--- src/rtl/scanline_pkg.sv ---
// Shared scanline-effect definitions: darkening modes used by the effect
// pipeline and by the OSD/config decode.
package scanline_pkg;

  typedef enum logic [1:0] {
    OFF = 2'd0,
    D25 = 2'd1,
    D50 = 2'd2,
    D75 = 2'd3
  } mode_e;

endpackage

--- src/rtl/scanline_fx_if.sv ---
// Video stream bundle around the scanline effect: controls, syncs and colour in,
// delay-matched syncs and processed colour out.
interface scanline_fx_if #(
  parameter int DW = 8
);

  logic          pix_ce;
  logic [1:0]    mode;
  logic          hs;
  logic          vs;
  logic          blank;
  logic [DW-1:0] red;
  logic [DW-1:0] green;
  logic [DW-1:0] blue;
  logic [DW-1:0] red_out;
  logic [DW-1:0] green_out;
  logic [DW-1:0] blue_out;
  logic          hs_out;
  logic          vs_out;
  logic          blank_out;

  modport master (
    output pix_ce, mode, hs, vs, blank, red, green, blue,
    input  red_out, green_out, blue_out, hs_out, vs_out, blank_out
  );

  modport slave (
    input  pix_ce, mode, hs, vs, blank, red, green, blue,
    output red_out, green_out, blue_out, hs_out, vs_out, blank_out
  );

endinterface

--- src/rtl/scanline_fx.sv ---
// Scanline darkening: odd lines of each frame are dimmed by the mode latched at
// the last vsync edge; one pix_ce of latency on colour and syncs alike.
module scanline_fx
  import scanline_pkg::*;
#(
  parameter int DW = 8
) (
  input logic         clk,
  input logic         reset,
  scanline_fx_if.slave vid
);

  logic  hs_d;
  logic  vs_d;
  logic  parity;
  mode_e mode_act;
  logic  hs_rise;
  logic  vs_rise;

  assign hs_rise = vid.hs & ~hs_d;
  assign vs_rise = vid.vs & ~vs_d;

  // c - (c>>2) never underflows because c>>2 <= c.
  function automatic logic [DW-1:0] darken(input logic [DW-1:0] c,
                                           input mode_e         m,
                                           input logic          odd);
    logic [DW-1:0] r;
    r = c;
    if (odd) begin
      case (m)
        D25:     r = c - (c >> 2);
        D50:     r = c >> 1;
        D75:     r = c >> 2;
        default: r = c;
      endcase
    end
    return r;
  endfunction

  // Output stage: parity and mode_act below are the pre-update values, so a
  // toggle on this edge only affects the next pixel.
  always_ff @(posedge clk) begin
    if (reset) begin
      hs_d      <= 1'b0;
      vs_d      <= 1'b0;
      parity    <= 1'b0;
      mode_act  <= OFF;
      vid.red_out   <= '0;
      vid.green_out <= '0;
      vid.blue_out  <= '0;
      vid.hs_out    <= 1'b0;
      vid.vs_out    <= 1'b0;
      vid.blank_out <= 1'b0;
    end else if (vid.pix_ce) begin
      hs_d <= vid.hs;
      vs_d <= vid.vs;
      if (vs_rise) begin
        parity   <= 1'b0;
        mode_act <= mode_e'(vid.mode);
      end else if (hs_rise) begin
        parity <= ~parity;
      end
      vid.red_out   <= vid.blank ? '0 : darken(vid.red,   mode_act, parity);
      vid.green_out <= vid.blank ? '0 : darken(vid.green, mode_act, parity);
      vid.blue_out  <= vid.blank ? '0 : darken(vid.blue,  mode_act, parity);
      vid.hs_out    <= vid.hs;
      vid.vs_out    <= vid.vs;
      vid.blank_out <= vid.blank;
    end
  end

endmodule

--- src/flat_wrapper.sv ---
// flat-port wrapper written by rule: the top's interface ports become plain ports
module scanline_fx_flat import scanline_pkg::*;
#(
  parameter int DW = 8
)
  (clk, reset, vid_pix_ce, vid_mode, vid_hs, vid_vs, vid_blank, vid_red, vid_green, vid_blue, vid_red_out, vid_green_out, vid_blue_out, vid_hs_out, vid_vs_out, vid_blank_out);
  scanline_fx_if #(.DW(DW)) vid_i ();
  input logic clk;
  input logic reset;
  input wire logic [$bits(vid_i.pix_ce)-1:0] vid_pix_ce;
  input wire logic [$bits(vid_i.mode)-1:0] vid_mode;
  input wire logic [$bits(vid_i.hs)-1:0] vid_hs;
  input wire logic [$bits(vid_i.vs)-1:0] vid_vs;
  input wire logic [$bits(vid_i.blank)-1:0] vid_blank;
  input wire logic [$bits(vid_i.red)-1:0] vid_red;
  input wire logic [$bits(vid_i.green)-1:0] vid_green;
  input wire logic [$bits(vid_i.blue)-1:0] vid_blue;
  output wire logic [$bits(vid_i.red_out)-1:0] vid_red_out;
  output wire logic [$bits(vid_i.green_out)-1:0] vid_green_out;
  output wire logic [$bits(vid_i.blue_out)-1:0] vid_blue_out;
  output wire logic [$bits(vid_i.hs_out)-1:0] vid_hs_out;
  output wire logic [$bits(vid_i.vs_out)-1:0] vid_vs_out;
  output wire logic [$bits(vid_i.blank_out)-1:0] vid_blank_out;
  assign vid_i.pix_ce = vid_pix_ce;
  assign vid_i.mode = vid_mode;
  assign vid_i.hs = vid_hs;
  assign vid_i.vs = vid_vs;
  assign vid_i.blank = vid_blank;
  assign vid_i.red = vid_red;
  assign vid_i.green = vid_green;
  assign vid_i.blue = vid_blue;
  assign vid_red_out = vid_i.red_out;
  assign vid_green_out = vid_i.green_out;
  assign vid_blue_out = vid_i.blue_out;
  assign vid_hs_out = vid_i.hs_out;
  assign vid_vs_out = vid_i.vs_out;
  assign vid_blank_out = vid_i.blank_out;
  scanline_fx #(.DW(DW)) u_core (.clk(clk), .reset(reset), .vid(vid_i));
endmodule
--- config.mk ---
export PLATFORM = sky130hd
export DESIGN_NAME = scanline_fx_flat
export DESIGN_NICKNAME = d
export VERILOG_FILES = /design/src/rtl/scanline_pkg.sv /design/src/rtl/scanline_fx_if.sv /design/src/rtl/scanline_fx.sv /design/src/flat_wrapper.sv
export SDC_FILE = /design/constraint.sdc
export NUM_CORES = 1
export LEC_CHECK = 0
export CORE_MARGIN = 4
export CORE_UTILIZATION = 27
export CTS_CLUSTER_SIZE = 12
export DETAILED_ROUTE_END_ITERATION = 10
export SLEW_MARGIN = 20
export SYNTH_ARGS = -nofsm -noshare
export SYNTH_HDL_FRONTEND = slang
export SYNTH_SLANG_ARGS = --single-unit
--- constraint.sdc ---
create_clock -name clk -period 2.5 [get_ports clk]
set_clock_uncertainty 0.05 [all_clocks]
set_input_delay 0.5 -clock clk [delete_from_list [all_inputs] [get_ports clk]]
set_output_delay 0.5 -clock clk [all_outputs]
set_load 0.005 [all_outputs]
==> run metrics <==
outcome finished clean; Final setup violation count 0; post-synth top area share 23.5%; placed wire-length estimate after detailed placement 6300 um; # IOs 59; top sig layer met4; Worst-Skew Late Latency 0.29 ns; cell type with the largest total area after synthesis sky130_fd_sc_hd__dfxtp_1; Iteration-0 DRC Markers 85; element type at the critical path end flip-flop; worst ir drop on vdd 0.000166 V; routed wire length per instance 14.8 um; worst-path fanout max 5; dominant synthesized flop cell sky130_fd_sc_hd__dfxtp_1; initial antenna violation count 0; critical-path cell list clkdlybuf4s50_1 > inv_1 > ha_1 > a21oi_1 > o21ai_1 > a21boi_0 > mux2_2 > a21oi_1; class of the most critical hold timing path flip-flop to flip-flop; Area after DPL 3490 sq um; buffers and inverters on the worst path 2; Max Buffers Root-to-Sink 2; CTS clock-pin slew for the worst setup and hold paths 0.07 ns; post-layout total power 1.46 mW; post-detailed-route count of antenna-violating nets 0; Lkg Pwr 1.48 nW; routed metal-1 wire length 3670 um; setup repair after global routing missed its margin false; CORE AREA 9240 sq um; worst rel slew slack 64.7%; number of hold buffers added after CTS 0; async set or reset register ratio after synthesis 0%; number of optimization iterations in the first detailed-route pass 4; gr usage total 14.8%; Net count, final 478; total nets after synthesis 395; worst-case setup margin in the final layout 0.140 ns; Final Hold Viols 0; Setup Buffers After CTS 0; gate count after technology mapping 342; cell total after placement 547; Post-Synthesis Cell Area 2560 sq um; number of port buffers 58; total global routing overflow 0; final wirelength 8220 um; routed length on met2 3980 um; highest achievable clock rate 424 MHz; height of the die 105 um; TritonCTS clock tree yes; H-tree levels 2; required arrival time at the worst endpoint 2.66 ns; max capacitance violation total 0; Num Clock Sinks 30; most area-consuming cells after synthesis sky130_fd_sc_hd__dfxtp_1 23%, sky130_fd_sc_hd__ha_1 8.8%, sky130_fd_sc_hd__a21oi_1 7.8%; final std cells w/o fill 555; initial standard-cell utilization of the core 27.7%; Placement Rows 35; Place WS -0.143 ns; share of synthesized area occupied by flip-flops and latches 23.5%; average instance area after synthesis 7.48 sq um; fin area 3600 sq um; most frequent standard cell in the layout excluding fill and tap cells sky130_fd_sc_hd__clkdlybuf4s50_1; wire length of the first global-routing pass 13400 um; Slowest cell on crit path sky130_fd_sc_hd__clkdlybuf4s50_1; slew at the pin with the worst max-slew slack 0.528 ns; cts bufs inserted 5; Clock Root Buffer sky130_fd_sc_hd__clkbuf_8; count of vias placed by the detailed router 2786; die footprint 11100 sq um; floorplan die width 105 um; number of cells upsized or downsized after cts 0; total number of yosys warnings 0; post-route fraction of the period consumed by the critical path 94.4%; area overhead of the layout relative to synthesis 40.7%; commonest cells after routing, fill and taps aside 58 x sky130_fd_sc_hd__clkdlybuf4s50_1, 40 x sky130_fd_sc_hd__a21oi_1, 37 x sky130_fd_sc_hd__buf_4; maximum number of pins on one net before global-route repair 25; number of max-slew violations in the final report 0; share of final-layout standard cells stronger than drive strength 1 12.4%; delay of the slowest cell on the worst path 0.58 ns; number of global-route vias before repair 2776; Arr. time, crit path 2.52 ns; count of unique library cells instantiated by Yosys 49; gpl congestion 0.810; number of enable-type register cells in the synthesized netlist 0; wire length on met3 446 um; number of synthesized register bits 30; family with the most delay on the worst path buffers and inverters; Post-route DRC 0; category of the worst setup path launch point input pin; Power Dens Cells 407 nW/um^2; most prevalent standard cell on the critical path sky130_fd_sc_hd__a21oi_1; antenna cell count 0; post-DR vias/cell 5.02; Worst Path Class, Setup input pin to flip-flop; post-layout min period 2.36 ns
[registers in the layout, indices dropped and copies added (netlist names)]
signal / count
u_core.hs_d: 1
u_core.mode_act: 2
u_core.vid.blank_out: 1
u_core.vid.blue_out: 8
u_core.vid.red_out: 8
u_core.vs_d: 1
u_core.vid.green_out: 8
u_core.parity: 1
[synth_stat cells (5+ instances only)]
cell type	count
sky130_fd_sc_hd__nor2_1	19
sky130_fd_sc_hd__dfxtp_1	30
sky130_fd_sc_hd__o22ai_1	5
sky130_fd_sc_hd__mux2i_1	6
sky130_fd_sc_hd__xnor2_1	9
sky130_fd_sc_hd__o211ai_1	7
sky130_fd_sc_hd__a21oi_1	40
sky130_fd_sc_hd__a31oi_1	8
sky130_fd_sc_hd__o21ai_1	29
sky130_fd_sc_hd__o21ai_0	5
sky130_fd_sc_hd__o2111ai_1	6
sky130_fd_sc_hd__inv_1	27
sky130_fd_sc_hd__nand2_1	33
sky130_fd_sc_hd__nor2b_1	13
sky130_fd_sc_hd__a21o_1	11
sky130_fd_sc_hd__ha_1	18
sky130_fd_sc_hd__clkbuf_1	5
sky130_fd_sc_hd__buf_2	9
[kinds of logic after synthesis]
group | count (synthesis) | synth area share [%]
AND/OR/NAND/NOR | 84 | 15.7
buffers and inverters | 50 | 8.66
AO/OA/AOI/OAI | 136 | 33.3
adder cells (fa/ha/maj) | 21 | 11.1
XOR/XNOR | 13 | 4.45
flip-flops | 30 | 23.5
multiplexers | 8 | 3.23
[layer usage]
| metal | track usage, % | up-vias |
|---|---|---|
| li1 | - | 1388 |
| met1 | 18.0 | 1308 |
| met2 | 26.0 | 81 |
| met3 | 2.57 | 9 |
| met4 | 4.97 | 0 |
| met5 | 0 | - |
[area by class of cell]
type	count	area, sq um
clock buffers	8	110
flip-flops and latches	30	601
fillers	975	5640
repair buffers	96	878
inverters	30	113
multi-input cells	262	1740
well taps	129	161
[power breakdown]
group | internal, mW | leakage, nW | switching, mW
sequential | 0.500 | 0.245 | 0.0188
combinational | 0.240 | 1.18 | 0.225
clock | 0.278 | 0.0575 | 0.201
total | 1.02 | 1.48 | 0.445
[tightest hold or removal path: stages, from the launching register on]
cell and delay (ns):
sky130_fd_sc_hd__dfxtp_1 0.31, sky130_fd_sc_hd__nand2_1 0.05, sky130_fd_sc_hd__o21ai_1 0.05
[through the flow]
stage / hold WS, ns / utilization [%] / setup TNS (ns)
6_report: 0.401 / 39.0 / 0
5_1_grt: 0.420 / 39.0 / 0
4_1_cts: 0.405 / 39.0 / 0
3_5_place_dp: 0.395 / 37.8 / -0.667
3_3_place_gp: 0.387 / 37.8 / -0.362
2_1_floorplan: 0.392 / - / 0
[path summary, 6_finish.rpt]
path                          startpoint                      end  slack (ns)  depth (start not counted)
setup / recovery            vid_green[4]  u_core.vid.green_out[5]        0.14                          8
hold / removal    u_core.vid.blue_out[7]   u_core.vid.blue_out[7]        0.40                          2
setup reg to reg      u_core.mode_act[1]  u_core.vid.green_out[4]        0.62                          5
hold reg to reg   u_core.vid.blue_out[7]   u_core.vid.blue_out[7]        0.40                          2
Note: power is estimated with default switching activity, not from simulation.
